$ cat src/rtl/ps2_key_decoder_pkg.sv
// Shared constants, handshake state type and BCD helper for the PS/2 key decoder.
// Imported by the FIFO interface, the ASCII LUT and the decoder top.
package ps2_key_decoder_pkg;

  localparam int unsigned DATA_W = 8;
  localparam int unsigned BCD_W  = 8;

  localparam logic [DATA_W-1:0] PS2_BRK = 8'hF0;
  localparam logic [DATA_W-1:0] PS2_EXT = 8'hE0;

  typedef enum logic [1:0] {
    HS_IDLE   = 2'b00,
    HS_ACK    = 2'b01,
    HS_SETTLE = 2'b10
  } hs_state_t;

  // Two-digit BCD increment; 99 wraps to 00.
  function automatic logic [BCD_W-1:0] bcd_inc(input logic [BCD_W-1:0] v);
    logic [3:0] ones_s;
    logic [3:0] tens_s;
    ones_s = v[3:0];
    tens_s = v[7:4];
    if (ones_s == 4'd9) begin
      ones_s = 4'd0;
      if (tens_s == 4'd9) begin
        tens_s = 4'd0;
      end else begin
        tens_s = tens_s + 4'd1;
      end
    end else begin
      ones_s = ones_s + 4'd1;
    end
    return {tens_s, ones_s};
  endfunction

endpackage

$ cat src/rtl/ps2_key_decoder_if.sv
// Byte-FIFO link between ps2_keyboard (master) and its consumer (slave).
// nextdata_n is the active-low pop strobe driven by the consumer.
interface ps2_key_decoder_if;
  import ps2_key_decoder_pkg::*;

  logic [DATA_W-1:0] data;
  logic              ready;
  logic              overflow;
  logic              nextdata_n;

  modport master (output data, output ready, output overflow, input nextdata_n);
  modport slave  (input data, input ready, input overflow, output nextdata_n);

endinterface

$ cat src/rtl/ps2_key_decoder_ascii_lut.sv
// Combinational PS/2 set-2 scan code to lower-case ASCII lookup.
// Letters, digits, space and enter are mapped; every other code yields 8'h00.
module ps2_key_decoder_ascii_lut
  import ps2_key_decoder_pkg::*;
(
  input  logic [DATA_W-1:0] code,
  output logic [7:0]        ascii
);

  // Scan code table lookup
  always_comb begin
    case (code)
      8'h1C: ascii = 8'h61;  8'h32: ascii = 8'h62;  8'h21: ascii = 8'h63;
      8'h23: ascii = 8'h64;  8'h24: ascii = 8'h65;  8'h2B: ascii = 8'h66;
      8'h34: ascii = 8'h67;  8'h33: ascii = 8'h68;  8'h43: ascii = 8'h69;
      8'h3B: ascii = 8'h6A;  8'h42: ascii = 8'h6B;  8'h4B: ascii = 8'h6C;
      8'h3A: ascii = 8'h6D;  8'h31: ascii = 8'h6E;  8'h44: ascii = 8'h6F;
      8'h4D: ascii = 8'h70;  8'h15: ascii = 8'h71;  8'h2D: ascii = 8'h72;
      8'h1B: ascii = 8'h73;  8'h2C: ascii = 8'h74;  8'h3C: ascii = 8'h75;
      8'h2A: ascii = 8'h76;  8'h1D: ascii = 8'h77;  8'h22: ascii = 8'h78;
      8'h35: ascii = 8'h79;  8'h1A: ascii = 8'h7A;
      8'h45: ascii = 8'h30;  8'h16: ascii = 8'h31;  8'h1E: ascii = 8'h32;
      8'h26: ascii = 8'h33;  8'h25: ascii = 8'h34;  8'h2E: ascii = 8'h35;
      8'h36: ascii = 8'h36;  8'h3D: ascii = 8'h37;  8'h3E: ascii = 8'h38;
      8'h46: ascii = 8'h39;
      8'h29: ascii = 8'h20;
      8'h5A: ascii = 8'h0D;
      default: ascii = 8'h00;
    endcase
  end

endmodule

$ cat src/rtl/ps2_key_decoder.sv
// Pops scan-code bytes from the ps2_keyboard FIFO and tracks the held key,
// its ASCII value and a BCD press counter; err latches any FIFO overflow.
module ps2_key_decoder
  import ps2_key_decoder_pkg::*;
#(
  parameter bit COUNT_REPEAT = 1'b0,
  parameter bit COUNT_EXT    = 1'b1
) (
  input  logic              clk,
  input  logic              rst,
  ps2_key_decoder_if.slave  fifo,
  output logic [DATA_W-1:0] scan_code,
  output logic              ext_key,
  output logic [7:0]        ascii,
  output logic              key_down,
  output logic              key_event,
  output logic [BCD_W-1:0]  press_cnt,
  output logic              err
);

  hs_state_t         state_r;
  logic [DATA_W-1:0] byte_r;
  logic              brk_r;
  logic              ext_r;
  logic [7:0]        lut_ascii_s;
  logic              match_s;
  logic              take_s;
  logic              count_s;

  ps2_key_decoder_ascii_lut u_lut (
    .code  (byte_r),
    .ascii (lut_ascii_s)
  );

  // Classify the latched byte: new press (take) and/or counted press
  always_comb begin
    match_s = (byte_r == scan_code) && (ext_r == ext_key);
    take_s  = 1'b0;
    count_s = 1'b0;
    if ((byte_r == PS2_EXT) || (byte_r == PS2_BRK) || brk_r) begin
      take_s  = 1'b0;
      count_s = 1'b0;
    end else if (ext_r && !COUNT_EXT) begin
      take_s  = 1'b0;
      count_s = 1'b0;
    end else if (key_down && match_s) begin
      take_s  = 1'b0;
      count_s = COUNT_REPEAT;
    end else begin
      take_s  = 1'b1;
      count_s = 1'b1;
    end
  end

  // Handshake FSM, parser flags, held-key state, press counter and error flag
  always_ff @(posedge clk) begin
    if (rst) begin
      state_r         <= HS_IDLE;
      fifo.nextdata_n <= 1'b1;
      byte_r          <= 8'h00;
      brk_r           <= 1'b0;
      ext_r           <= 1'b0;
      scan_code       <= 8'h00;
      ext_key         <= 1'b0;
      ascii           <= 8'h00;
      key_down        <= 1'b0;
      key_event       <= 1'b0;
      press_cnt       <= 8'h00;
      err             <= 1'b0;
    end else begin
      key_event <= 1'b0;
      err       <= err | fifo.overflow;
      case (state_r)
        HS_IDLE: begin
          if (fifo.ready) begin
            byte_r          <= fifo.data;
            fifo.nextdata_n <= 1'b0;
            state_r         <= HS_ACK;
          end else begin
            fifo.nextdata_n <= 1'b1;
          end
        end
        HS_ACK: begin
          fifo.nextdata_n <= 1'b1;
          state_r         <= HS_SETTLE;
          if (byte_r == PS2_EXT) begin
            ext_r <= 1'b1;
          end else if (byte_r == PS2_BRK) begin
            brk_r <= 1'b1;
          end else begin
            // Any terminal byte consumes both prefix flags
            brk_r <= 1'b0;
            ext_r <= 1'b0;
            if (brk_r && match_s) begin
              key_down <= 1'b0;
            end
            if (take_s) begin
              scan_code <= byte_r;
              ext_key   <= ext_r;
              ascii     <= ext_r ? 8'h00 : lut_ascii_s;
              key_down  <= 1'b1;
            end
            if (count_s) begin
              key_event <= 1'b1;
              press_cnt <= bcd_inc(press_cnt);
            end
          end
        end
        HS_SETTLE: begin
          fifo.nextdata_n <= 1'b1;
          state_r         <= HS_IDLE;
        end
        default: begin
          fifo.nextdata_n <= 1'b1;
          state_r         <= HS_IDLE;
        end
      endcase
    end
  end

endmodule

$ cat src/flat_wrapper.sv
// flat-port wrapper written by rule: the top's interface ports become plain ports
module ps2_key_decoder_flat import ps2_key_decoder_pkg::*;
#(
  parameter bit COUNT_REPEAT = 1'b0,
  parameter bit COUNT_EXT    = 1'b1
)
  (clk, rst, scan_code, ext_key, ascii, key_down, key_event, press_cnt, err, fifo_data, fifo_ready, fifo_overflow, fifo_nextdata_n);
  ps2_key_decoder_if fifo_i ();
  input  logic clk;
  input  logic rst;
  output logic [DATA_W-1:0] scan_code;
  output logic ext_key;
  output logic [7:0] ascii;
  output logic key_down;
  output logic key_event;
  output logic [BCD_W-1:0] press_cnt;
  output logic err;
  input wire logic [$bits(fifo_i.data)-1:0] fifo_data;
  input wire logic [$bits(fifo_i.ready)-1:0] fifo_ready;
  input wire logic [$bits(fifo_i.overflow)-1:0] fifo_overflow;
  output wire logic [$bits(fifo_i.nextdata_n)-1:0] fifo_nextdata_n;
  assign fifo_i.data = fifo_data;
  assign fifo_i.ready = fifo_ready;
  assign fifo_i.overflow = fifo_overflow;
  assign fifo_nextdata_n = fifo_i.nextdata_n;
  ps2_key_decoder #(.COUNT_REPEAT(COUNT_REPEAT), .COUNT_EXT(COUNT_EXT)) u_core (.clk(clk), .rst(rst), .fifo(fifo_i), .scan_code(scan_code), .ext_key(ext_key), .ascii(ascii), .key_down(key_down), .key_event(key_event), .press_cnt(press_cnt), .err(err));
endmodule
$ cat config.mk
export PLATFORM = sky130hd
export DESIGN_NAME = ps2_key_decoder_flat
export DESIGN_NICKNAME = d
export VERILOG_FILES = /design/src/rtl/ps2_key_decoder_pkg.sv /design/src/rtl/ps2_key_decoder_if.sv /design/src/rtl/ps2_key_decoder_ascii_lut.sv /design/src/rtl/ps2_key_decoder.sv /design/src/flat_wrapper.sv
export SDC_FILE = /design/constraint.sdc
export NUM_CORES = 1
export LEC_CHECK = 0
export BUFFER_PORTS_ARGS = -buffer_cell sky130_fd_sc_hd__buf_4
export CAP_MARGIN = 15
export CELL_PAD_IN_SITES_DETAIL_PLACEMENT = 1
export CELL_PAD_IN_SITES_GLOBAL_PLACEMENT = 1
export CORE_AREA = 2 2 113 115
export DETAILED_ROUTE_END_ITERATION = 16
export DIE_AREA = 0 0 115 117
export PLACE_DENSITY_LB_ADDON = 0.1
export SYNTH_ARGS = -nofsm -noshare
export SYNTH_HDL_FRONTEND = slang
export SYNTH_SLANG_ARGS = --single-unit
$ cat constraint.sdc
create_clock -name clk -period 3.6 [get_ports clk]
set_input_delay 0.36 -clock clk [delete_from_list [all_inputs] [get_ports clk]]
set_output_delay 0.36 -clock clk [all_outputs]
set_load 0.005 [all_outputs]
# Word-level counts from Yosys, hierarchy flattened
# Memory sizes are Yosys's and may differ from the RTL's. A register that Yosys moved wholly into a read port is not among the register bits.
# Index checks and enable logic that the tools add are counted.
dict set report word_totals {
  ram_bits 0
  latchBits 0
  word_cells 62
  memories 1
  mem_bits_ro 896
  out_inout_bits 29
  regBits 41
}
# name words width rd rd_ports_with_merged_regs wr line_no
set memory_table {}
lappend memory_table {{(name not given)} 128 7 1 1 0 ps2_key_decoder_ascii_lut.sv:12} ;# case (code)
dict set report op_classes {
  n_mul 0
  bitwise 5
  eq_ne 9
  shifts 0
  n_reduce_logical 15
  add_sub_neg 2
  mux 17
  div_mod_pow 0
  order_cmp 0
}
# operator n
set op_table {}
lappend op_table {{$eq A8 B8 Y1 const B} 2}
lappend op_table {{$mux W8} 2}
lappend op_table {{$mux W7} 2}
lappend op_table {{$mux W1} 9}
lappend op_table {{$add A4 B1 Y4 const B} 2}
lappend op_table {{$eq A4 B4 Y1 const B} 2}
lappend op_table {{$eq A8 B8 Y1} 1}
lappend op_table {{$mux W4} 2}
lappend op_table {{$reduce_and A4 Y1} 2}
lappend op_table {{$reduce_and A2 Y1} 3}
lappend op_table {{$reduce_and A5 Y1} 1}
lappend op_table {{$not A1 Y1} 4}
lappend op_table {{$pmux W2 S2} 1}
lappend op_table {{$reduce_or A4 Y1} 1}
lappend op_table {{$logic_and A1 B1 Y1} 3}
lappend op_table {{$eq A2 B1 Y1 const B} 1}
lappend op_table {{$logic_not A2 Y1} 1}
lappend op_table {{$logic_or A1 B1 Y1} 2}
lappend op_table {{$mux W2} 1}
lappend op_table {{$ne A2 B1 Y1 const B} 1}
lappend op_table {{$ne A2 B2 Y1 const B} 1}
lappend op_table {{$reduce_bool A2 Y1} 1}
lappend op_table {{$reduce_or A2 Y1} 1}
lappend op_table {{$eq A1 B1 Y1} 1}
lappend op_table {{$or A1 B1 Y1} 1}

# Longest topological paths before layout
# Gate-level depths: netlist of run 1.
dict set report depth {
  depth_word 7
  mapped_depth 13
}

# By module
# A second synthesis of run 1 with hierarchy kept.
dict set report hier_totals {
  cells_unflattened 317
  hier_area_um2 2563.7
}
# mod instances area_each_um2 seq_area_each_um2 cells_per_inst
set by_module_without_submodules {}
lappend by_module_without_submodules {ps2_key_decoder 1 1737.9 820.8 196}
lappend by_module_without_submodules {ps2_key_decoder_ascii_lut 1 825.8 0.0 121}

# Worst setup path before layout of run 1
# OpenSTA, ideal clock, no wires.
dict set report synth_path {
  kind {input -> register}
  from {in fifo_ready}
  to {reg with a tool-made name}
  setup_slack_ns 1.076
  arrival_time_ns 2.396
  setup_ns 0.128
  cell_stages 11
  path_cell_list {nor3b_1 buf_2 buf_2 mux2i_1 inv_1 ha_1 clkbuf_1 mux2i_1 o221ai_1 a211oi_1 o21ai_0}
}
# element line_no
set synth_rtl {}
lappend synth_rtl {{start: declaration} flat_wrapper.sv:19} ;# input wire logic [$bits(fifo_i.ready)-1:0] fifo_ready;

==> flow_summary.toml, run 1 <==
[outcome]
outcome = "finished clean"

[synthesis]
ys_warn_count = 0
synth_commonest_cells = "nand2_1, dfxtp_1, nor2_1"
yosysSeqAreaShare = 0.316
async_reset_ff_frac = 0
synth_top_area_frac = 0.316
ys.flop_type = "dfxtp_1"
synth_cell_types = 56
ys_seq_elements = 47
synth_edf_count = 0
syn_area_um2 = 2980
yosysMostFrequentCell = "nand2_1"
synth_area_leader_cell = "dfxtp_1"
synthesis.nets = 407
synth_cells = 389
postSynthAreaPerCell_um2 = 7.66
synthTopCellsByArea = "dfxtp_1, nand2_1, mux2i_1"

[sta]
totalNegativeSetupSlack_ps = 0
tightest_slew_ps = 744
period_needed_ps = 2780
slew_viol_final = 0
finalHoldViolations = 0
setup_viol = 0
slew_headroom = 0.491
max_freq_mhz = 359
fin_crit_sh = 0.773
hold-worst-slack_ps = 277
rsz0062_at_grt = "false"
fin_skew_ps = 6.16

[route]
drtIter0Drc = 146
vias = 2904
drtAntennaViolNets = 0
viasPerCell = 5.20
routedWlPerCell_um = 17.8
firstDrtPassIters = 4
drc = 0
drt-total-wl_um = 9920

[critical_path]
crit_arrival_ps = 3010
crit_type = "flip-flop to flip-flop"
critical_path_required_ps = 3830
reg2regPathDepth = 8
startpoint_type = "flip-flop"
cp_max_fo = 10
endpoint_kind = "flip-flop"

[layout]
final_core_util = 0.284
fin_nets = 426
n_fill_cell = 1498
drive_gt1_frac = 0.157
area_delta_synth_final_pct = 17.5
diodes = 0

[global_routing]
grt_overflow = 0
antenna_found_initial = 0
grt_pass1_wl_um = 15800
grt_pass1_vias = 2878
grt_usage = 0.151
grt_max_degree = 48

[power_and_ir_drop]
power_mw = 1.28
cellPowerDensity_nw_per_um2 = 366
vdd_ir_drop_max_mv = 0.156
p_leak_nw = 1.38

[clock_tree]
post-cts-setup-buffers = 0
cts_made_buffers = 5
clk_latency_ps = 290
h-tree-depth = 2
cts.path.max_buffers = 2
ctsHoldBuffers = 0
cts-resized-gates = 0
cts_sinks = 47
cts_tree = "yes"
clk_pin_slew_worst_paths_ps = 70
cts-root-buf = "clkbuf_16"

[flow_run]
cap_violations = 0

[placement]
gp_congestion = 0.790
portBuffers = 39
hpwl_um = 7200

[die]
ios = 41
initial_core_util = 0.242
fp.dieH_um = 117
fp-row-count = 41
die_area_um2 = 13500
coreArea_um2 = 12300
die_w_um = 115

[hold_path]
min_path_cells = 3
hold_class = "primary input to flip-flop"
==> worst max-delay path: stages (launching register included) <==
cell	delay, ps
dfxtp_1	330
or3b_1	570
nor2_1	160
nor2_1	130
inv_1	170
ha_1	370
nor3b_1	100
a2111oi_0	700
a211o_1	190
==> area by class of cell <==
class                           count  area (um2)  share of cell area
Inverter                           11        41.3              0.0118
Clock inverter                      1        5.00             0.00143
Sequential cell                    47         941               0.269
Tap cell                          150         188              0.0536
Timing Repair Buffer               44         330              0.0944
Multi-Input combinational cell    299        1860               0.530
Clock buffer                        6         139              0.0397
==> routing by layer <==
layer | routed length [um] | track usage
met5 | 0 | 0
met4 | 387 | 0.0771
met3 | 345 | 0.0247
met2 | 4490 | 0.247
met1 | 4700 | 0.194
==> through the flow <==
step                      area [um2]  instances  setup WS (ps)
after CTS                       3500        558            885
final                           3500        558            817
after floorplan                 2980        389           1080
after detailed placement        3360        551            796
after global placement          3360        551            796
after global routing            3500        558            666
==> path summary, 6_finish.rpt <==
kind | start | to | slack (ps)
hold / removal | fifo_overflow | u_core.err$_SDFF_PP0_ | 280
setup reg to reg | u_core.state_r[1]$_SDFFE_PP0P_ | flip-flop | 820
setup / recovery | u_core.state_r[1]$_SDFFE_PP0P_ | flip-flop | 820
hold reg to reg | u_core.ascii[6]$_SDFFE_PP0P_ | u_core.ascii[6]$_SDFFE_PP0P_ | 450
==> placed cells by master, fill, tap and decap left out, types with 3 or more instances in the layout <==
cell type   n
a2111oi_0   3
a211oi_1    3
a21oi_1    31
a31oi_1     7
buf_4      44
clkbuf_16   5
dfxtp_1    47
ha_1        6
inv_1      11
mux2_2      5
mux2i_1    16
nand2_1    50
nand2b_1   14
nand3_1    18
nand3b_1    3
nand4_1     4
nor2_1     32
nor2b_1     9
nor3_1     11
nor3b_1     5
nor4b_1     4
o21ai_0    14
o22ai_1     5
o31ai_1     5
or3_1       5
xor2_1     12
==> report_power, final <==
part | leakage [nW] | switching [mW] | internal, mW
registers | 0.382 | 0.0304 | 0.539
clock network | 0.0727 | 0.199 | 0.272
logic | 0.928 | 0.149 | 0.0909
total | 1.38 | 0.378 | 0.901
==> kinds of logic (layout without fill, tap and decap cells) <==
kind of cell             Yosys count  count (layout)  synth area share
AO/OA/AOI/OAI                     87              87             0.190
other                              1               1           0.00126
multiplexers                      21              21            0.0727
AND/OR/NAND/NOR                  171             171             0.294
adder cells (fa/ha/maj)            6               6            0.0252
XOR/XNOR                          13              13            0.0382
flip-flops                        47              47             0.316
buffers and inverters             43              62            0.0626
No activity file was read; power rests on OpenSTA's default activity.
==> run 2: changes to the inputs <==
--- a/config.mk
+++ b/config.mk
@@ -5,13 +5,14 @@
 export SDC_FILE = /design/constraint.sdc
 export NUM_CORES = 1
 export LEC_CHECK = 0
+export ABC_AREA = 1
 export BUFFER_PORTS_ARGS = -buffer_cell sky130_fd_sc_hd__buf_4
 export CAP_MARGIN = 15
 export CELL_PAD_IN_SITES_DETAIL_PLACEMENT = 1
 export CELL_PAD_IN_SITES_GLOBAL_PLACEMENT = 1
-export CORE_AREA = 2 2 113 115
+export CORE_AREA = 2 2 105 107
 export DETAILED_ROUTE_END_ITERATION = 16
-export DIE_AREA = 0 0 115 117
+export DIE_AREA = 0 0 107 109
 export PLACE_DENSITY_LB_ADDON = 0.1
 export SYNTH_ARGS = -nofsm -noshare
 export SYNTH_HDL_FRONTEND = slang
==> constraint.sdc (replaced) <==
create_clock -name clk -period 2.8 [get_ports clk]
set_input_delay 0.28 -clock clk [delete_from_list [all_inputs] [get_ports clk]]
set_output_delay 0.28 -clock clk [all_outputs]
set_load 0.005 [all_outputs]
==> run 2 against run 1 <==
  * Wire length down 23%
  * Sequential power is 30% higher
  * Register-to-register slack got worse by 300 ps
  * Clock power shrank 3%
  * Sequential share of layout area grew 3.5 points
  * Critical path type unchanged
  * Highest routed layer unchanged
==> flow_summary.toml, run 2 <==
[clock_tree]
cts_sinks = 47
post-cts-setup-buffers = 0
h-tree-depth = 2
cts_made_buffers = 5
cts-resized-gates = 0
cts.path.max_buffers = 2
ctsHoldBuffers = 0
cts-root-buf = "clkbuf_8"
cts_tree = "yes"
clk_pin_slew_worst_paths_ps = 90
clk_latency_ps = 290

[sta]
slew_headroom = 0.660
hold-worst-slack_ps = 203
setup_viol = 0
fin_crit_sh = 0.814
rsz0062_at_grt = "false"
period_needed_ps = 2280
max_freq_mhz = 439
slew_viol_final = 0
totalNegativeSetupSlack_ps = 0
tightest_slew_ps = 510
fin_skew_ps = 3.75
finalHoldViolations = 0

[placement]
portBuffers = 39
placedInstanceArea_um2 = 2990
hpwl_um = 5860
gp_congestion = 0.767

[flow_run]
cap_violations = 0

[power_and_ir_drop]
p_leak_nw = 1.46
cellPowerDensity_nw_per_um2 = 495
power_frac_seq = 0.481
comb_power_share = 0.220
p_clk_frac = 0.298
p_sw_frac = 0.312
p_switching_mw = 0.478
vdd_ir_drop_max_mv = 0.219
power.internal_mw = 1.06

[die]
initial_core_util = 0.243
coreArea_um2 = 10600
die_w_um = 107
ios = 41
fp.dieH_um = 109
fp-row-count = 38
die_area_um2 = 11700

[synthesis]
synth_commonest_cells = "nand2_1, nand3_1, dfxtp_1"
yosysSeqAreaShare = 0.366
synthesis.nets = 402
synth_top_area_frac = 0.366
synth_cell_types = 36
synth_cells = 384
syn_area_um2 = 2570
ys.flop_type = "dfxtp_1"
ys_warn_count = 0
async_reset_ff_frac = 0
synth_edf_count = 0
postSynthAreaPerCell_um2 = 6.70
synth_area_leader_cell = "dfxtp_1"
yosysMostFrequentCell = "nand2_1"
ys_seq_elements = 47
synthTopCellsByArea = "dfxtp_1, nand2_1, nand3_1"

[critical_path]
crit_type = "flip-flop to flip-flop"
worst_path_largest_cell_delay_ps = 370
crit_path_frequent_cell = "nand2_1"
startpoint_type = "flip-flop"
critical_path_required_ps = 2990
crit_cells = 15
path_cells = "nor2_4 > nand2_4 > nand2_1 > nand2_1 > nor2_1 > inv_1 > ha_1 > nand2_1 > nand2_1 > nand2_1 > nand3_1 > nand3_1 > nand2_1 > nand2_1 > nand2_1"
path_buf_inv = 1
crit_arrival_ps = 2470
endpoint_kind = "flip-flop"
reg2regPathDepth = 15
crit_start = "u_core.state_r[1]$_SDFFE_PP0P_"
cp_max_fo = 10
rrSetupSlack_ps = 520
cpMaxStageDelayCell = "dfxtp_1"
r2r-start = "u_core.state_r[1]$_SDFFE_PP0P_"
critPathTopFamily = "simple AND/OR/NAND/NOR gates"

[global_routing]
antenna_found_initial = 0
grt_max_degree = 31
grt_pass1_vias = 2588
grt_overflow = 0
grt_usage = 0.138
grt_pass1_wl_um = 12800

[route]
firstDrtPassIters = 4
drt-total-wl_um = 7590
routedWlPerCell_um = 13.5
drc = 0
drtAntennaViolNets = 0
viasPerCell = 4.52
vias = 2547
drtIter0Drc = 63

[layout]
drive_gt1_frac = 0.163
final_cell_area_um2 = 3100
multiInputGateArea_um2 = 1410
diodes = 0
area_delta_synth_final_pct = 20.5
n_fill_cell = 1348
layout_common_cells = "nand2_1, nand3_1, dfxtp_1"
seq_area_um2 = 941
layout_commonest_cell = "nand2_1"
fin_nets = 440

[outcome]
outcome = "finished clean"

[hold_path]
hold_class = "primary input to flip-flop"
run 2: tightest hold or removal path: stages:
cell and delay (ps):
buf_4 80, nor2_1 30, nor2_1 70
run 2: through the flow:
| step | power, mW | util | setup WS [ps] | std cells |
|---|---|---|---|---|
| 6_report | 1.53 | 0.292 | 521 | 563 |
| 5_1_grt | 1.66 | 0.292 | 234 | 563 |
| 4_1_cts | 1.57 | 0.292 | 487 | 563 |
| 3_5_place_dp | 1.10 | 0.282 | 515 | 555 |
| 3_3_place_gp | 1.10 | 0.282 | 512 | 555 |
| 2_1_floorplan | 0.984 | - | 908 | 384 |
run 2: cell families after synthesis:
group	count (synthesis)	synth area share
fa+ha+maj	6	0.0292
buf+inv	50	0.0866
flops	47	0.366
other cells	1	0.00146
simple gates	226	0.396
xor+xnor	7	0.0238
compound gates	47	0.0968
run 2: how the worst min path moves through the flow:
stage	cells past startpoint	end	start	slack, ps
global placement	2	u_core.ascii[2]$_SDFFE_PP0P_	flip-flop	440
CTS	3	u_core.err$_SDFF_PP0_	fifo_overflow	200
floorplan	2	u_core.err$_SDFF_PP0_	fifo_overflow	400
detailed placement	2	u_core.ascii[2]$_SDFFE_PP0P_	flip-flop	440
finish	3	u_core.err$_SDFF_PP0_	fifo_overflow	200
global route	3	u_core.err$_SDFF_PP0_	fifo_overflow	210
run 2: final cells by class:
cell class,count,area share
Timing Repair Buffer,44,0.107
Sequential cell,47,0.304
Clock inverter,1,0.00242
Multi-Input combinational cell,287,0.454
Tap cell,140,0.0565
Inverter,37,0.0452
Clock buffer,7,0.0311
run 2: per-layer routing:
metal | vias up | GRT usage | part of all wire
met4 | 0 | 0.0362 | 0.0088
met5 | - | 0 | 0
met2 | 35 | 0.240 | 0.47
met1 | 1193 | 0.180 | 0.49
li1 | 1315 | - | -
met3 | 4 | 0.0173 | 0.027
run 2: power by group through the flow:
stage	combinational (mW)	sequential, mW	clock (mW)
final	0.338	0.739	0.458
after global routing	0.388	0.746	0.523
after CTS	0.344	0.740	0.490
after detailed placement	0.343	0.756	0
after global placement	0.345	0.756	0
after floorplan	0.235	0.749	0
